===== config.mk =====
export PLATFORM = sky130hd
export DESIGN_NAME = bbus_master
export DESIGN_NICKNAME = d
export VERILOG_FILES = /design/src/rtl/bbus_master.sv
export SDC_FILE = /design/constraint.sdc
export NUM_CORES = 1
export LEC_CHECK = 0
export ABC_CLOCK_PERIOD_IN_PS = 2500
export CORE_ASPECT_RATIO = 1.2
export CORE_MARGIN = 2
export CORE_UTILIZATION = 48
export DETAILED_ROUTE_END_ITERATION = 10
export GPL_TIMING_DRIVEN = 0
export PLACE_DENSITY = 0.86
export SYNTH_ARGS = -nofsm -noshare
export SYNTH_HDL_FRONTEND = slang
export SYNTH_SLANG_ARGS = --single-unit

===== constraint.sdc =====
create_clock -name clock -period 2.5 [get_ports clock]
set_clock_uncertainty 0.1 [all_clocks]
set_input_delay 0.25 -clock clock [delete_from_list [all_inputs] [get_ports clock]]
set_output_delay 0.25 -clock clock [all_outputs]
set_load 0.01 [all_outputs]

===== src/rtl/bbus_master.sv =====
`default_nettype none
// ============================================================================
// bbus_master : sequences single B-bus read/write cycles with ordered
//               pad / level-shifter turnaround. Option: BBUS_MASTER_KEEP_PA_EN
// Revision    : 1.0
// ============================================================================
module bbus_master #(
  parameter int SETUP_CYCLES  = 2,
  parameter int STROBE_CYCLES = 4,
  parameter int HOLD_CYCLES   = 1
) (
  input  logic       clock,
  input  logic       reset,
  input  logic       req_valid,
  output logic       req_ready,
  input  logic       req_write,
  input  logic [7:0] req_addr,
  input  logic [7:0] req_wdata,
  output logic       rsp_valid,
  output logic [7:0] rsp_rdata,
  output logic       pard_n,
  output logic       pawr_n,
  output logic       lvl_pa_dir,
  output logic       lvl_pd_dir,
  input  logic [7:0] pa_in,
  input  logic [7:0] pd_in,
  output logic [7:0] pa_out,
  output logic [7:0] pd_out,
  output logic       pa_dir,
  output logic       pd_dir
);

  localparam logic DIR_INPUT      = 1'b0;
  localparam logic DIR_OUTPUT     = 1'b1;
  localparam logic LVL_DIR_INPUT  = 1'b0;
  localparam logic LVL_DIR_OUTPUT = 1'b1;

  localparam logic [3:0] C_SETUP_LAST  = 4'(SETUP_CYCLES - 1);
  localparam logic [3:0] C_STROBE_LAST = 4'(STROBE_CYCLES - 1);
  localparam logic [3:0] C_HOLD_LAST   = 4'(HOLD_CYCLES - 1);

  typedef enum logic [2:0] {
    S_IDLE, S_TURN_OUT, S_SETUP, S_STROBE, S_HOLD, S_TURN_IN, S_RELEASE
  } state_t;

  state_t     state_q, state_d;
  logic [3:0] cnt_q, cnt_d;
  logic       wr_q, wr_d;
  logic [7:0] addr_q, addr_d, wdata_q, wdata_d, rbuf_q, rbuf_d;
  logic       pard_n_q, pard_n_d, pawr_n_q, pawr_n_d;
  logic       lvl_pa_dir_q, lvl_pa_dir_d, lvl_pd_dir_q, lvl_pd_dir_d;
  logic       pa_dir_q, pa_dir_d, pd_dir_q, pd_dir_d;
  logic [7:0] pa_out_q, pa_out_d, pd_out_q, pd_out_d;
  logic       rsp_valid_q, rsp_valid_d;
  logic [7:0] rsp_rdata_q, rsp_rdata_d;
  logic       w_drive, w_span;

  // PA is observed only through the shifter; the pad input is not needed here.
  logic unused_pa_in;
  assign unused_pa_in = ^pa_in;

  always_comb begin
    state_d = state_q;
    cnt_d   = cnt_q;
    wr_d    = wr_q;
    addr_d  = addr_q;
    wdata_d = wdata_q;
    rbuf_d  = rbuf_q;
    unique case (state_q)
      S_IDLE: if (req_valid) begin
        state_d = S_TURN_OUT;
        wr_d    = req_write;
        addr_d  = req_addr;
        wdata_d = req_wdata;
      end
      S_TURN_OUT: begin
        state_d = S_SETUP;
        cnt_d   = C_SETUP_LAST;
      end
      S_SETUP: if (cnt_q == 4'd0) begin
        state_d = S_STROBE;
        cnt_d   = C_STROBE_LAST;
      end else cnt_d = cnt_q - 4'd1;
      S_STROBE: if (cnt_q == 4'd0) begin
        state_d = S_HOLD;
        cnt_d   = C_HOLD_LAST;
        if (!wr_q) rbuf_d = pd_in;  // edge closing the last strobe cycle
      end else cnt_d = cnt_q - 4'd1;
      S_HOLD: if (cnt_q == 4'd0) state_d = S_TURN_IN;
              else cnt_d = cnt_q - 4'd1;
      S_TURN_IN: state_d = S_TURN_OUT == S_TURN_OUT ? S_RELEASE : S_RELEASE;
      S_RELEASE: state_d = S_IDLE;
      default:   state_d = S_IDLE;
    endcase
  end

  // Outputs are decoded from the next state so pins line up with the state register.
  always_comb begin
    w_drive      = (state_d == S_SETUP) || (state_d == S_STROBE) || (state_d == S_HOLD);
    w_span       = w_drive || (state_d == S_TURN_OUT) || (state_d == S_TURN_IN);
    pard_n_d     = !((state_d == S_STROBE) && !wr_d);
    pawr_n_d     = !((state_d == S_STROBE) && wr_d);
    lvl_pa_dir_d = w_span ? LVL_DIR_OUTPUT : LVL_DIR_INPUT;
    pa_dir_d     = w_drive ? DIR_OUTPUT : DIR_INPUT;
`ifdef BBUS_MASTER_KEEP_PA_EN
    if (lvl_pa_dir_q == LVL_DIR_OUTPUT) lvl_pa_dir_d = LVL_DIR_OUTPUT;
    if (pa_dir_q == DIR_OUTPUT) pa_dir_d = DIR_OUTPUT;
`endif
    pa_out_d     = w_drive ? addr_d : ((pa_dir_d == DIR_OUTPUT) ? pa_out_q : 8'h00);
    lvl_pd_dir_d = (w_span && wr_d) ? LVL_DIR_OUTPUT : LVL_DIR_INPUT;
    pd_dir_d     = (w_drive && wr_d) ? DIR_OUTPUT : DIR_INPUT;
    pd_out_d     = (w_drive && wr_d) ? wdata_d : 8'h00;
    rsp_valid_d  = (state_d == S_RELEASE);
    rsp_rdata_d  = ((state_d == S_RELEASE) && !wr_d) ? rbuf_q : rsp_rdata_q;
  end

  always_ff @(posedge clock or posedge reset) begin
    if (reset) begin
      state_q      <= S_IDLE;
      cnt_q        <= 4'd0;
      wr_q         <= 1'b0;
      addr_q       <= 8'h00;
      wdata_q      <= 8'h00;
      rbuf_q       <= 8'h00;
      pard_n_q     <= 1'b1;
      pawr_n_q     <= 1'b1;
      lvl_pa_dir_q <= LVL_DIR_INPUT;
      lvl_pd_dir_q <= LVL_DIR_INPUT;
      pa_dir_q     <= DIR_INPUT;
      pd_dir_q     <= DIR_INPUT;
      pa_out_q     <= 8'h00;
      pd_out_q     <= 8'h00;
      rsp_valid_q  <= 1'b0;
      rsp_rdata_q  <= 8'h00;
    end else begin
      state_q      <= state_d;
      cnt_q        <= cnt_d;
      wr_q         <= wr_d;
      addr_q       <= addr_d;
      wdata_q      <= wdata_d;
      rbuf_q       <= rbuf_d;
      pard_n_q     <= pard_n_d;
      pawr_n_q     <= pawr_n_d;
      lvl_pa_dir_q <= lvl_pa_dir_d;
      lvl_pd_dir_q <= lvl_pd_dir_d;
      pa_dir_q     <= pa_dir_d;
      pd_dir_q     <= pd_dir_d;
      pa_out_q     <= pa_out_d;
      pd_out_q     <= pd_out_d;
      rsp_valid_q  <= rsp_valid_d;
      rsp_rdata_q  <= rsp_rdata_d;
    end
  end

  assign req_ready  = (state_q == S_IDLE) && !reset;
  assign rsp_valid  = rsp_valid_q;
  assign rsp_rdata  = rsp_rdata_q;
  assign pard_n     = pard_n_q;
  assign pawr_n     = pawr_n_q;
  assign lvl_pa_dir = lvl_pa_dir_q;
  assign lvl_pd_dir = lvl_pd_dir_q;
  assign pa_dir     = pa_dir_q;
  assign pd_dir     = pd_dir_q;
  assign pa_out     = pa_out_q;
  assign pd_out     = pd_out_q;

endmodule
`default_nettype wire

==> qor.csv <==
metric,value,unit
r2r setup slk,230,ps
Die X,70.2,µm
total number of vias,1654,
total setup buffers inserted after CTS,0,
largest net degree at the start of global routing,40,
Post-synth ARST share,100,%
Core Region,5010,µm²
row count,28,
Slew headroom,55.7,%
vias in the first global route,1673,
Yosys cell types,39,
clk_lat worst skew,330,ps
Startpoint Class,register,
Fin. Hold Viols,0,
"commonest non-fill, non-tap cells in the layout","dfrtp_1, clkdlybuf4s50_1, mux2_2",
Pleak,1.51,nW
Initial Util,50.4,%
outcome,completed,
Ports,68,
CTS tree,yes,
CTS Buffer Depth,2,
initial antenna violation count,0,
synthesized area per cell,13.8,µm²
initial drt markers,113,
Final GP Congestion,0.794,
Setup WS post-layout,171,ps
VDD IR max,0.000848,V
CP required,2150,ps
GRT Util Overall,17.6,%
crit path kind,register to output port,
CTS buffer count,9,
post-route clock period utilization,93.1,%
post-synthesis cell count,183,
DRT Wirelength,4610,µm
Power Density,1210,nW/µm²
#FFs+latches synth,63,
drt via density,5.18,
kind of end point of the critical path,output port,
DIE AREA,5860,µm²
RSZ-0062 raised after global routing,no,
max-cap viol count,0,
CTS sink cnt,63,
HPWL Detailed,3200,µm
worst reg2reg path startpoint,cnt_q[0]$_DFFE_PP0P_,
area grow syn2layout,35.1,%
Hold WC Path Type,input port to async pin,
R2R cell count,6,
"EDFF count, synth",0,
global-route wire length before repair,7890,µm
CP arrival,1980,ps
RR Endpoint,rbuf_q[7]$_DFFE_PP0P_,
wire per inst,14.5,µm
ANT nets after route,0,
H-Tree Depth,3,
Worst-Margin Slew,662,ps
first-pass detailed-route iteration total,5,
"Max FO, Critical Path",10,
global route overflow,0,
Slew Limit Fails,0,
Clock transition at path regs,70,ps
DRC violations left,0,
total power,4.13,mW
"commonest non-fill, non-tap cell in the layout",dfrtp_1,
final setup fails,0,
fin crit period,2330,ps
Buffers on Ports,59,
fin nets,292,
area of the mapped netlist,2520,µm²
Syn. warnings,0,
Synth Flop Type,dfrtp_1,
Max Clk Rate,429,MHz
Antenna diodes,0,
sequential share of the synthesized area,62.5,%
layout cells sized above 1,26.6,%
clock root cell,clkbuf_8,
Synth Net Count,221,
Setup WS pre-CTS,4.36,ps
die height,83.5,µm
==> stage by stage <==
step	hold slack, ps	TNS [ps]	area, µm²	utilization, %	instances
CTS	224	0	3400	67.9	319
finish	228	0	3410	68.1	319
floorplan	302	0	2520	-	183
global route	268	0	3410	68.1	319
global placement	375	-28060	3190	63.7	302
detailed placement	381	0	3210	64.1	303
==> state kept, by name (all words and copies together) (netlist names), 3 cells and up <==
| name | flops |
|---|---|
| addr_q | 8 |
| cnt_q | 4 |
| pa_out | 8 |
| pd_out | 8 |
| rbuf_q | 8 |
| rsp_rdata | 8 |
| state_q | 3 |
| wdata_q | 8 |
==> per-layer routing <==
metal / vias up / share of wire [%] / global-route usage (%)
met3: 7 / 6.7 / 7.25
met2: 49 / 49 / 26.8
met1: 825 / 42 / 22.3
met5: - / 0 / 0
li1: 773 / - / -
met4: 0 / 1.7 / 7.34
==> Yosys cell counts (all sizes together) (3+ instances only) <==
master,n,area [µm²]
buf,4,22.5
nand2,4,15.0
o21ai,6,30.0
and2,10,62.6
mux2,32,360
nor2b,12,95.1
dfrtp,61,1530
clkbuf,3,11.3
inv,6,22.5
nor2,8,32.5
nand3,3,15.0
mux2i,3,30.0
==> layout make-up <==
type | instances | area, µm²
Buffer | 7 | 35.0
Tap cell | 60 | 75.1
Fill cell | 375 | 1600
Inverter | 6 | 22.5
Sequential cell | 63 | 1580
Clock buffer | 10 | 128
Multi-Input combinational cell | 107 | 901
Timing Repair Buffer | 60 | 611
Clock inverter | 6 | 61.3
==> cells by family (layout without fill, tap and decap cells) <==
| logic type | Yosys count | count (layout) | share of synthesized area (%) |
|---|---|---|---|
| DFF | 63 | 63 | 62.5 |
| and+or+nand+nor | 48 | 48 | 12.5 |
| muxes | 35 | 35 | 15.5 |
| AOI/OAI and AO/OA | 21 | 21 | 5.90 |
| buffers and inverters | 13 | 89 | 2.23 |
| adders and majority gates | 2 | 2 | 0.991 |
| xor gates and xnor gates | 1 | 1 | 0.347 |
==> what timing repair did <==
action                                 4_1_cts  5_1_grt
endpoints found under the hold margin        0        0
gates resized for setup                      0        4
hold buffers                                 0        0
setup endpoints to repair                    0        9
==> critical path, stage by stage (launching register included) <==
cell,delay [ps]
dfrtp_1,410
buf_2,190
clkbuf_2,200
nor4_2,280
clkdlybuf4s50_1,570
==> power by group <==
| part | internal, mW | total [mW] | switching, mW | leakage (nW) |
|---|---|---|---|---|
| Sequential | 1.47 | 1.68 | 0.209 | 0.785 |
| Clock | 0.457 | 0.844 | 0.387 | 0.0960 |
| Combinational | 0.896 | 1.60 | 0.706 | 0.627 |
==> worst max path at each step <==
stage / slack, ps / start / depth (start not counted) / to
2_1_floorplan: 490 / cnt_q[0]$_DFFE_PP0P_ / 6 / rbuf_q[0]$_DFFE_PP0P_
3_3_place_gp: -460 / reset / 2 / pa_dir$_DFF_PP0_
3_5_place_dp: 4 / req_valid / 5 / pa_out[3]$_DFF_PP0_
4_1_cts: 50 / state_q[2]$_DFF_PP0_ / 4 / req_ready
5_1_grt: 60 / cnt_q[0]$_DFFE_PP0P_ / 6 / rbuf_q[2]$_DFFE_PP0P_
6_report: 170 / state_q[2]$_DFF_PP0_ / 4 / req_ready
No activity file was read; power rests on OpenSTA's default activity.
